### src/rtl/display_sink_if.sv
// Downstream word port of display_sink.
// Handshake: a word transfers on a rising clock edge where out_valid and out_ready are both 1;
// out_valid never waits on out_ready, and out_data is stable while out_valid is high and not yet accepted.
interface display_sink_if;
    logic        out_valid;
    logic [15:0] out_data;
    logic        out_ready;

    modport master (output out_valid, output out_data, input out_ready);
    modport slave  (input out_valid, input out_data, output out_ready);
endinterface

### src/rtl/display_sink.sv
// Captures processor display words on each rising display strobe into a small FIFO,
// scans the latest word onto a 4-digit multiplexed hex display and reports completion.
module display_sink #(
    parameter int DEPTH    = 4,
    parameter int SCAN_DIV = 1024
) (
    input  logic                   clk,
    input  logic                   rst_n,
    input  logic                   display_availiable,
    input  logic [15:0]            value,
    input  logic                   done,
    display_sink_if.master         sink,
    output logic [$clog2(DEPTH):0] count,
    output logic                   overflow,
    output logic [15:0]            last_value,
    output logic [3:0]             digit_an,
    output logic [3:0]             digit_hex,
    output logic                   finished
);
    localparam int AW = $clog2(DEPTH);
    localparam int SW = (SCAN_DIV > 1) ? $clog2(SCAN_DIV) : 1;
    localparam logic [AW:0]   FULL      = (AW + 1)'(DEPTH);
    localparam logic [AW:0]   CNT_ONE   = (AW + 1)'(1);
    localparam logic [AW-1:0] PTR_ONE   = AW'(1);
    localparam logic [SW-1:0] SCAN_LAST = SW'(SCAN_DIV - 1);

    logic [15:0]   mem [DEPTH];
    logic [AW-1:0] wr_ptr;
    logic [AW-1:0] rd_ptr;
    logic          da_q;
    logic          done_seen;
    logic [SW-1:0] scan_cnt;
    logic [1:0]    digit_idx;

    logic          capture;
    logic          pop;
    logic          push;
    logic [AW:0]   count_next;
    logic          done_seen_next;

    assign sink.out_valid = (count != '0);
    assign sink.out_data  = mem[rd_ptr];

    // A full FIFO still accepts a word when the head leaves on the same edge.
    always_comb begin
        capture        = display_availiable & ~da_q;
        pop            = sink.out_valid & sink.out_ready;
        push           = capture & ((count != FULL) | pop);
        count_next     = count;
        done_seen_next = done_seen | done;
        if (push && !pop) begin
            count_next = count + CNT_ONE;
        end else if (pop && !push) begin
            count_next = count - CNT_ONE;
        end
    end

    always_ff @(posedge clk or negedge rst_n) begin
        if (!rst_n) begin
            for (int i = 0; i < DEPTH; i++) begin
                mem[i] <= '0;
            end
            wr_ptr     <= '0;
            rd_ptr     <= '0;
            count      <= '0;
            da_q       <= 1'b0;
            overflow   <= 1'b0;
            last_value <= '0;
            done_seen  <= 1'b0;
            finished   <= 1'b0;
        end else begin
            da_q      <= display_availiable;
            count     <= count_next;
            done_seen <= done_seen_next;
            finished  <= finished | (done_seen_next & (count_next == '0));
            if (capture) begin
                last_value <= value;
            end
            if (capture && !push) begin
                overflow <= 1'b1;
            end
            if (push) begin
                mem[wr_ptr] <= value;
                wr_ptr      <= wr_ptr + PTR_ONE;
            end
            if (pop) begin
                rd_ptr <= rd_ptr + PTR_ONE;
            end
        end
    end

    always_ff @(posedge clk or negedge rst_n) begin
        if (!rst_n) begin
            scan_cnt  <= '0;
            digit_idx <= '0;
        end else if (scan_cnt == SCAN_LAST) begin
            scan_cnt  <= '0;
            digit_idx <= digit_idx + 2'd1;
        end else begin
            scan_cnt <= scan_cnt + SW'(1);
        end
    end

    assign digit_an  = ~(4'b0001 << digit_idx);
    assign digit_hex = last_value[{digit_idx, 2'b00} +: 4];
endmodule

### src/flat_wrapper.sv
// flat-port wrapper written by rule: the top's interface ports become plain ports
module display_sink_flat 
#(
    parameter int DEPTH    = 4,
    parameter int SCAN_DIV = 1024
)
  (clk, rst_n, display_availiable, value, done, count, overflow, last_value, digit_an, digit_hex, finished, sink_out_valid, sink_out_data, sink_out_ready);
  display_sink_if sink_i ();
  input  logic clk;
  input  logic rst_n;
  input  logic display_availiable;
  input  logic [15:0] value;
  input  logic done;
  output logic [$clog2(DEPTH):0] count;
  output logic overflow;
  output logic [15:0] last_value;
  output logic [3:0] digit_an;
  output logic [3:0] digit_hex;
  output logic finished;
  output wire logic [$bits(sink_i.out_valid)-1:0] sink_out_valid;
  output wire logic [$bits(sink_i.out_data)-1:0] sink_out_data;
  input wire logic [$bits(sink_i.out_ready)-1:0] sink_out_ready;
  assign sink_out_valid = sink_i.out_valid;
  assign sink_out_data = sink_i.out_data;
  assign sink_i.out_ready = sink_out_ready;
  display_sink #(.DEPTH(DEPTH), .SCAN_DIV(SCAN_DIV)) u_core (.clk(clk), .rst_n(rst_n), .display_availiable(display_availiable), .value(value), .done(done), .sink(sink_i), .count(count), .overflow(overflow), .last_value(last_value), .digit_an(digit_an), .digit_hex(digit_hex), .finished(finished));
endmodule
### config.mk
export PLATFORM = sky130hd
export DESIGN_NAME = display_sink_flat
export DESIGN_NICKNAME = d
export VERILOG_FILES = /design/src/rtl/display_sink_if.sv /design/src/rtl/display_sink.sv /design/src/flat_wrapper.sv
export SDC_FILE = /design/constraint.sdc
export NUM_CORES = 1
export LEC_CHECK = 0
export ABC_AREA = 1
export CORE_ASPECT_RATIO = 0.5
export CORE_MARGIN = 2
export CORE_UTILIZATION = 54
export DETAILED_ROUTE_END_ITERATION = 8
export GPL_TIMING_DRIVEN = 0
export PLACE_DENSITY = 0.8
export SETUP_SLACK_MARGIN = 0.5
export SLEW_MARGIN = 5
export SYNTH_ARGS = -nofsm -noshare
export SYNTH_HDL_FRONTEND = slang
export SYNTH_SLANG_ARGS = --single-unit
### constraint.sdc
create_clock -name clk -period 2.4 [get_ports clk]
set_clock_uncertainty 0.15 [all_clocks]
set_input_delay 0.24 -clock clk [delete_from_list [all_inputs] [get_ports clk]]
set_output_delay 0.24 -clock clk [all_outputs]
set_load 0.01 [all_outputs]
Word level (Yosys, flattened, before mapping)
Index checks and enable logic that the tools add are counted.
{ "word_totals": {"regBits": 103, "latch_bits": 0, "ramBits": 0, "romBits": 0, "in_bits": 21, "out_inout_bits": 46, "wordCells": 55, "mem_count": 0} }
{ "classes": {"add_sub_neg": 6, "mul": 0, "div": 0, "magnitude_cmp": 3, "n_eq_ne": 2, "shifts": 2, "n_mux": 9, "bitwise": 11, "n_reduce_logical": 8} }
{ "ops": {"columns": ["operator", "count"], "rows": [
  ["$bwmux 64", 1],
  ["$mux 16", 3],
  ["$bmux 16 s2", 1],
  ["$demux 16 s2", 1],
  ["$shiftx 16x5->4", 1],
  ["$add 10x1->10 const B", 1],
  ["$eq 10x10->1 const B", 1],
  ["$mux 10", 1],
  ["$add 2x1->2 const B", 3],
  ["$ge 3x3->1 const B", 2],
  ["$mux 3", 2],
  ["$not 2->3", 2],
  ["$and 1x1->1", 4],
  ["$logic_and 1x1->1", 4],
  ["$not 4->4", 1],
  ["$shl 1x2->4 const A", 1],
  ["$add 3x1->3 const B", 1],
  ["$logic_not 3->1", 1],
  ["$lt 3x1->1 const B", 1],
  ["$ne 3x3->1 const B", 1],
  ["$or 1x1->1", 3],
  ["$reduce_bool 3->1", 1],
  ["$sub 3x1->3 const B", 1],
  ["$logic_not 1->1", 2],
  ["$not 1->1", 1]
]} }

Logic depth before layout (Yosys ltp)
Gate-level depths: netlist of run 1.
{ "depth": {"depth_word": 11, "mapped_depth": 11} }

Least setup slack after synthesis of run 1
Ideal clock, no wire load.
{ "synth_path": {"kind": "reg2reg", "startpoint": "register u_core.count[0]", "endpoint": "register u_core.finished", "arrival_ps": 1338, "required_time_ps": 2133, "slack_ps": 794, "stages_incl_launch_ff": 12, "path_buffers": 0, "period_less_slack_ps": 1606, "cell_sequence": "dfrtp_1 -> inv_1 -> ha_1 -> nand2_4 -> nand2_2 -> nand3_2 -> nand2_1 -> nand2_1 -> nand2_1 -> inv_1 -> nand3_1 -> nand2_1"} }
{ "synth_between": {"elab_chain_cells": 11, "word_cells_on_any_way": 16, "cone_classes": "add/sub: 2; eq/ne: 1; mux: 2; bitwise: 5; reduce/logical: 6"} }
{ "synth_rtl": {"columns": ["item", "line_no", "source"], "rows": [
  ["start: declaration", "display_sink.sv:13", "output logic [$clog2(DEPTH):0] count,"],
  ["start signal: assignment", "display_sink.sv:73", "count <= count_next;"],
  ["$reduce_bool 3->1 *", "display_sink.sv:41", "assign sink.out_valid = (count != '0);"],
  ["named net sink_out_valid", "flat_wrapper.sv:20", "output wire logic [$bits(sink_i.out_valid)-1:0] sink_out_valid;"],
  ["$and 1x1->1 *", "display_sink.sv:47", "pop = sink.out_valid & sink.out_ready;"],
  ["$or 1x1->1", "display_sink.sv:48", "push = capture & ((count != FULL) | pop);"],
  ["$and 1x1->1", "display_sink.sv:48", null],
  ["$logic_not 1->1", "display_sink.sv:53", "end else if (pop && !push) begin"],
  ["$logic_and 1x1->1", "display_sink.sv:53", null],
  ["$mux 3", "display_sink.sv:53", null],
  ["$mux 3 *", "display_sink.sv:51", "if (push && !pop) begin"],
  ["named net u_core.count_next[0]", "display_sink.sv:38", "logic [AW:0] count_next;"],
  ["$logic_not 3->1 *", "display_sink.sv:75", "finished <= finished | (done_seen_next & (count_next == '0));"],
  ["$and 1x1->1 *", "display_sink.sv:75", null],
  ["$or 1x1->1 *", "display_sink.sv:75", null],
  ["end signal: assignment", "display_sink.sv:75", null],
  ["end: declaration", "display_sink.sv:18", "output logic finished"]
]} }
The timed path passes the listed nets; every way through them passes the cells marked *.
A chain may end at the register's enable or synchronous reset.

Final worst setup path of run 1
{ "layout_path": {"startpoint": "register u_core.rd_ptr[0]", "endpoint": "output port sink_out_data[1]"} }
{ "layout_between": {"elab_chain_cells": 4} }
{ "layout_rtl": {"columns": ["item", "line_no", "source"], "rows": [
  ["start: declaration", "display_sink.sv:29", "logic [AW-1:0] rd_ptr;"],
  ["start signal: assignment", "display_sink.sv:87", "rd_ptr <= rd_ptr + PTR_ONE;"],
  ["$not 2->3 (implied by the code)", "display_sink.sv:42", "assign sink.out_data = mem[rd_ptr];"],
  ["$bmux 16 s2", "display_sink.sv:42", null],
  ["$mux 16 (implied by the code) (2 in series)", "display_sink.sv:42", null],
  ["end: declaration", "flat_wrapper.sv:21", "output wire logic [$bits(sink_i.out_data)-1:0] sink_out_data;"]
]} }
Every way passes these cells. The select of a mux whose other input is x is not followed.

==> run summary, run 1 <==
The first detailed-routing pass ran for 5 iterations. The run gives 609.6 uV as the worst voltage drop across the vdd grid. The initial utilization of the core area, before any placement, comes to 57.15%.

Entering global routing, the biggest net connects 59 pins. Summing over every cut layer, the via total after detailed routing is 4032. In this run the critical register-to-register path is launched from u_core.count[1]$_DFF_PN0_. For this run, the number of Yosys warnings is 0. The distinct cell type count after synthesis was 31; the hold slack was 232.0 ps. The repair_antennas step left the layout with diodes totalling 0. The number of cells on the worst reg-to-reg path is 8. Setup slack closes at 489.0 ps. Detailed placement finished with a half-perimeter wire length of 8.190 mm. Final count of negative-setup-slack endpoints: 0. Of the synthesized area, sequential elements account for 54.99%. Data on the critical path arrives at its endpoint at 1520 ps. The run gives 523.3 MHz as the fmax. During placement, the flow inserted port buffers numbering 66. Prior to clock tree synthesis, the placed netlist has a worst setup slack of 8.678 ps. Measured along the x axis, the die boundary spans 135.8 um. The number of rows in the core area is 23. The type of element launching the critical path is a register. The die covers 9486 um2. For the switching power, the log shows 2714 uW. The element type at the critical path end was an output port.

The tools report the reported max-cap violation count as 0. Synthesis inferred 103 register bits. The worst path in the final design needs a cycle of 1911 ps, including I/O delays and setup. Net switching is 37.56% of the power.

For the number of slew-limit violations in the final report, the log shows 0. The tools report the total overflow reported by the global router as 0. The H-tree was split into 3 levels.

The count of final hold-check violations was 0; the number of global-route vias before repair was 4017. The later pin in the worst-skew pair is clocked with a latency of 350 ps. The all-layer global routing usage was 28.03%. The cell at the root of the clock tree is sky130_fd_sc_hd__clkbuf_16. In this run the register-to-register setup slack is 680 ps. Detailed routing placed a total of 5.892 mm of wire on met2.

TritonCTS created 9 clock buffers. Leaving out fill and tap cells, the most frequent cells in the layout are sky130_fd_sc_hd__dfrtp_1, sky130_fd_sc_hd__nand2_1, sky130_fd_sc_hd__o21ai_1. The layout overhead on the synthesized area came out at 26.83%.

At the end of routability-driven placement, the weighted congestion stood at 0.8809. The endpoint with the worst hold slack is u_core.da_q$_DFF_PN0_. The longest clock path from root to sink contains 2 buffers. The region available for standard cell placement spans 8202 um2. Summed over all cells, the static leakage comes to 0.002893 uW. The detailed router put a total of 5.439 mm of wire on met1.

The largest single stage delay on the critical path is 480 ps. The uppermost metal layer occupied by signal nets was met4. TritonCTS built the clock tree. The share of final-layout standard cells stronger than drive strength 1 was 16.67%. The worst pin sits at a relative slew slack of 59.51%. The first global-routing pass estimated 20.22 mm of wire.

The critical path's slowest cell was sky130_fd_sc_hd__dfrtp_2. Net count after synthesis: 547. The worst path uses 79.63% of the clock period. The number of cells on the worst hold path came out at 1. Dividing the detail-routed via count by the number of cells gives 5.616.

In the final timing run, aggregate negative setup slack is 0 ps. In this run, flip-flops and latches consume 38.3% of the power. The number of filler cells placed in the layout was 615.

The count of mapped cells out of synthesis is 514, and the routed wire length is 12.45 mm. The synthesized cell area came out at 4687 um2. The run gives 72.48% as the post-route core utilization. The worst setup path category is reg -> out.

In this run the most critical hold path is launched from display_availiable. The flow ran to the end, and the final reports show no timing, DRC or antenna violations. Setup repair after global routing could not meet its margin everywhere.

The detail-routed net length per standard cell was 17.34 um. In this run, the clock network consumes 19.9% of the power. In the routed design, unresolved DRC markers number 0. In the final design database the tool counted 634 nets. The class of the tightest hold or removal check is in -> reg. The most common cell after layout, fill and taps aside was sky130_fd_sc_hd__dfrtp_1.

The endpoint identified for the worst register-to-register timing path is u_core.mem[59]$_DFFE_PN0P_. The count of nets left with antenna violations after detail routing came out at 0. The tools report the clock sink count as 103. The run gives 5513 um2 as the total cell area at the placement stage. The fraction of power consumed by combinational cells is 41.8%, and the transition time of the tightest slew-check pin is 607.4 ps. The mean area per synthesized cell is 9.119 um2, and the count of boundary I/O pins is 67. The critical path goes through inv_4, buf_8, nor2_1, o22ai_1, clkbuf_2.

Cell-internal power: 4511 uW. The run gives 0 as the initial antenna violation count. Measured along the y axis, the die boundary spans 69.88 um.

In this run the worst path has a maximum fanout of 10. The required time of the critical path came out at 2010 ps. The run gives 818 um as the routed length on met3. Clock-pin slew was measured on the worst setup and hold paths at 70 ps.

The initial DRC count is 399. The finished cells cover 5944 um2. Power spread over the standard cell area amounts to 1215 nW/um2.
## through the flow
stage / power [uW] / cells
final: 7224 / 718
after global routing: 7682 / 718
after CTS: 6967 / 716
after detailed placement: 5579 / 693
after global placement: 5482 / 692
after floorplan: 4315 / 514
## cells by family (layout without fill, tap and decap cells)
family                   Yosys count  count (layout)  share of synthesized area (%)
AO/OA/AOI/OAI                    149             149                          16.63
XOR/XNOR                           9               9                          1.682
adder cells (fa/ha/maj)           12              12                          3.203
buffers and inverters             70             162                          7.341
flip-flops                       103             103                          54.99
AND/OR/NAND/NOR                  171             171                          16.15
## state kept, by name (all words and copies together) (netlist names)
signal             count
u_core.mem            64
u_core.last_value     16
u_core.scan_cnt       10
u_core.count           3
u_core.digit_idx       2
u_core.rd_ptr          2
u_core.wr_ptr          2
u_core.da_q            1
u_core.done_seen       1
u_core.finished        1
u_core.overflow        1
## synth_stat cells, drive strengths merged
cell      n  area [um2]
nand3    14       85.08
nand2   103       436.7
or2       1       6.260
clkinv    1       3.750
nand4     2       27.53
xor2      7       61.31
o21bai    1       7.510
a21o      1       7.510
clkbuf    9       33.78
buf      15       132.6
o22ai    20       125.1
a21oi     3       15.01
xnor2     2       17.52
o21ai   124       624.3
ha       12       150.1
nor2     51       201.5
dfrtp   103        2577
inv      45       173.9
## critical path: cells and delay by family, from the launching register on
| kind | cells | cell delay (ps) |
|---|---|---|
| AOI/OAI and AO/OA | 1 | 210 |
| buffers and inverters | 3 | 430 |
| DFF | 1 | 480 |
| and+or+nand+nor | 1 | 50 |
## power groups by stage
stage          Sequential (uW)  Clock [uW]  Combinational (uW)
6_report                  2770        1440                3020
5_1_grt                   2820        1520                3340
2_1_floorplan             2680           0                1630
3_3_place_gp              2730           0                2760
4_1_cts                   2730        1450                2780
3_5_place_dp              2750           0                2830
## routing by layer
| layer | global-route usage (%) | vias up |
|---|---|---|
| li1 | - | 1867 |
| met1 | 37.48 | 1980 |
| met2 | 43.94 | 154 |
| met3 | 7.625 | 31 |
| met4 | 10.88 | 0 |
| met5 | 0 | - |
## worst max path at each step
stage	startpoint	to	slack (ps)	depth (start not counted)
final	u_core.rd_ptr[0]$_DFFE_PN0P_	sink_out_data[1]	490	5
after floorplan	u_core.count[0]$_DFF_PN0_	u_core.finished$_DFF_PN0_	790	11
after global routing	u_core.digit_idx[0]$_DFFE_PN0N_	digit_hex[0]	430	5
after CTS	u_core.rd_ptr[0]$_DFFE_PN0P_	sink_out_data[1]	370	5
after detailed placement	u_core.rd_ptr[1]$_DFFE_PN0P_	sink_out_data[6]	9	5
after global placement	rst_n	u_core.mem[26]$_DFFE_PN0P_	-2910	1
## cell type report
cell class / count / area [um2] / share of cell area [%]
sequential: 103 / 2581 / 43.42
multi-input combinational: 341 / 1814 / 30.52
tap: 112 / 140.1 / 2.357
clock buffer: 10 / 229.0 / 3.852
timing repair buffer: 76 / 679.4 / 11.43
clock inverter: 6 / 61.31 / 1.031
buffer: 24 / 251.5 / 4.231
inverter: 46 / 187.7 / 3.157
## what timing repair did
item	4_1_cts	5_1_grt
buffers inserted	6	1
gates resized for setup	114	43
hold endpoints to repair	45	0
hold buffers	1	0
gates cloned	0	1
pin swaps	1	7
endpoints found under the setup margin	25	24
Note: power is estimated with default switching activity, not from simulation.
==> run 2: changes to the inputs <==
--- a/config.mk
+++ b/config.mk
@@ -8,10 +8,10 @@
 export ABC_AREA = 1
 export CORE_ASPECT_RATIO = 0.5
 export CORE_MARGIN = 2
-export CORE_UTILIZATION = 54
+export CORE_UTILIZATION = 49
 export DETAILED_ROUTE_END_ITERATION = 8
 export GPL_TIMING_DRIVEN = 0
-export PLACE_DENSITY = 0.8
+export PLACE_DENSITY = 0.77
 export SETUP_SLACK_MARGIN = 0.5
 export SLEW_MARGIN = 5
 export SYNTH_ARGS = -nofsm -noshare
==> constraint.sdc (replaced) <==
create_clock -name clk -period 1.7 [get_ports clk]
set_clock_uncertainty 0.15 [all_clocks]
set_input_delay 0.17 -clock clk [delete_from_list [all_inputs] [get_ports clk]]
set_output_delay 0.17 -clock clk [all_outputs]
set_load 0.01 [all_outputs]
==> run 2 against run 1 <==
The run now ends with negative hold slack, negative setup slack left; sequential cell count unchanged; sequential share of layout area down 13 points; critical endpoint is now sink_out_data[0]; critical path type unchanged; cell count up 12%.
==> run summary, run 2 (synthesis results as in run 1) <==
The floorplan has 25 rows. For this design the static power due to leakage is 0.003828 uW. The routed layout has 5379 vias. Summed over all layers, the global routing overflow is 0. Routed wire length: 22.95 mm. Number of filler cells placed in the layout: 272.

The all-layer global routing usage is 35.33%. The reported max-cap violation count is 0. Initial core utilization: 49.95%. The worst hold path belongs to the class in -> async. The global placement routability congestion was 0.8399; the sequential share of power was 30.8%. The overall power is 14720 uW, and the data arrival time of the critical path is 1620 ps. In the finished design, the share of the clock period the worst path needs comes to 113.8%. The run finished, with violations left.

In the final design database the tool counted 712 nets. Using the TritonRoute via totals, the vias-per-cell ratio works out to 6.682. Once placement finished, the instance area stood at 5878 um2.

Clock tree synthesis found a total of 103 sinks. Compared with the post-synthesis result, the final layout area differs by 81.37%. Entering global routing, the biggest net connects 71 pins. Input and output buffers added on the ports amount to 66. After routing the design area is 8501 um2. For the initial antenna violation count, the log shows 0.

Leaving out fill and tap cells, the most frequent cell in the layout is sky130_fd_sc_hd__dfrtp_1. For the post-detailed-placement half-perimeter wirelength, the log shows 8.381 mm. The die covers 10410 um2. Of all nets on the critical path, the largest fanout is 7.

The share of total power dissipated in the clock network is 14.2%. The detail-routed net length per standard cell came out at 28.51 um. For the worst-skew pair, the clock arrives at the later sink with an insertion delay of 360 ps. The tools report the cell at the root of the clock tree as sky130_fd_sc_hd__clkbuf_16. The number of design rule violations left after detail routing is 0, and the number of antenna diodes is 0. The largest stage delay on the critical path is 450 ps.

The register with the most flip-flops in the layout has 64 of them. The cell-internal power is 8205 uW, and the final count of negative-setup-slack endpoints is 92. The run gives 900.6 uV as the worst voltage drop across the vdd grid. Before antenna repair, the detailed router went through 5 iterations. STA puts the critical path data required time at 1380 ps.

The worst setup path category is reg -> out. The number of cells on the worst reg-to-reg path is 9. The number of global-route vias before repair is 4883. Per report_power, the combinational group accounts for 55.1% of the total. Power density relative to cell area: 1732 nW/um2. The tools report the number of slew-limit violations in the final report as 0. The maximum number of buffers from clock root to sink is 2, and the count of final hold-check violations is 43. The largest registers in the layout are u_core.mem: 64 flops, u_core.last_value: 16 flops, u_core.scan_cnt: 10 flops. Among all stages on the critical path, the largest delay is contributed by sky130_fd_sc_hd__dfrtp_2. The checks that failed: negative hold slack, negative setup slack.

The logs give 0 for the count of nets left with antenna violations after detail routing and 3080 um2 for the combined area of the multi-input logic cells. For the count of boundary I/O pins, the log shows 67. Timing would allow up to 516.7 MHz.

The switching power is 6514 uW. In this run switching power makes up 44.26% of total power. The post-layout worst setup margin is -235.4 ps. From bottom edge to top edge, the die measures 73.16 um. Hold slack: -387.6 ps. STA classifies the critical path startpoint as a register.

The post-layout minimum cycle time works out to 1935 ps. The die is 142.3 um wide. The tools report the initial DRC count as 710.

In this run the number of H-tree levels came out at 3. Clock-pin slew was measured on the worst setup and hold paths at 70 ps. The tools report the max-slew headroom at the worst pin as 68.89%. TritonCTS built the clock tree.

Setup repair after global routing could not meet its margin everywhere. Ranked by flip-flop count, first place goes to u_core.mem. The worst setup path is captured at an output port. The transition time of the tightest slew-check pin came out at 466.6 ps. Cells fill 90.59% of the core in the end. Walking the worst path, the cells encountered are buf_12, clkbuf_8, o21ai_4, o22ai_2, buf_2. The top cell types in the final layout, fill and taps aside, are sky130_fd_sc_hd__dfrtp_1, sky130_fd_sc_hd__o21ai_2, sky130_fd_sc_hd__buf_6. The first global-routing pass estimated 27.08 mm of wire. The core area was 9384 um2.

The share of final-layout standard cells stronger than drive strength 1 was 64.91%. The register cell area after layout is 2584 um2, and the total CTS buffers is 9.
-- run 2: cell count changes in the layout (fill, tap and decap cells not counted), moves of 28 or more --
| cell | previous run | this run |
|---|---|---|
| sky130_fd_sc_hd__nand2_4 | 6 | 34 |
| sky130_fd_sc_hd__o21ai_1 | 81 | 27 |
| sky130_fd_sc_hd__buf_6 | 10 | 63 |
| sky130_fd_sc_hd__nand2_2 | 2 | 35 |
| sky130_fd_sc_hd__nand2_1 | 95 | 27 |
| sky130_fd_sc_hd__nor2_1 | 46 | 10 |
| sky130_fd_sc_hd__o21ai_2 | 4 | 74 |
| sky130_fd_sc_hd__o21ai_0 | 38 | 10 |
-- run 2: stage by stage --
| stage | instances | setup TNS (ps) | worst slack (ps) |
|---|---|---|---|
| final | 805 | -9366 | -235.4 |
| after global routing | 805 | -12600 | -235.3 |
| after CTS | 784 | -1598 | -108.0 |
| after detailed placement | 702 | -15740 | -291.8 |
| after global placement | 701 | -372560 | -3503 |
| after floorplan | 514 | 0 | 192.8 |
-- run 2: power by group through the flow --
stage,combinational (uW),clock (uW),sequential (uW)
floorplan,3100,0,3870
global placement,4720,0,3930
detailed placement,4820,0,3960
CTS,6280,1990,4050
global route,8370,2150,4560
finish,8100,2080,4530
-- run 2: path summary, 6_finish.rpt --
path | end | from | slack (ps)
max in group asynchronous | u_core.rd_ptr[0]$_DFFE_PN0P_ | rst_n | 1070
hold / removal | u_core.last_value[8]$_DFFE_PN0P_ | rst_n | -390
setup / recovery | sink_out_data[0] | u_core.rd_ptr[0]$_DFFE_PN0P_ | -240
min in group clk | u_core.da_q$_DFF_PN0_ | display_availiable | 270
setup reg to reg | u_core.mem[10]$_DFFE_PN0P_ | u_core.count[1]$_DFF_PN0_ | -160
hold reg to reg | u_core.finished$_DFF_PN0_ | u_core.finished$_DFF_PN0_ | 330
-- run 2: worst max-delay path: cells and delay by family, from the launching register on --
| kind | cells | cell delay, ps |
|---|---|---|
| AOI/OAI and AO/OA | 2 | 270 |
| buffers and inverters | 3 | 530 |
| DFF | 1 | 450 |
-- run 2: timing repair --
item / in CTS / in global routing
pin swaps: 33 / 31
endpoints found under the hold margin: 33 / 33
cloned: 12 / 4
gates resized for setup: 442 / 173
setup buffers: 54 / 17
setup endpoints to repair: 146 / 145
-- run 2: metal layers --
layer	vias up	wire length (um)	part of all wire, %	global-route usage, %
li1	2038	-	-	-
met1	2588	8323	36	45.22
met2	557	10060	44	59.80
met3	196	2775	12	7.546
met4	0	1791	7.8	14.41
met5	-	0	0	0
-- run 2: cell type report --
class	instances	share of cell area (%)
multi-input combinational	341	36.24
inverter	46	2.532
tap	121	1.781
timing repair buffer	153	20.37
clock buffer	10	2.694
clock inverter	6	0.6329
sequential	103	30.39
timing repair inverter	1	0.1030
buffer	24	5.255
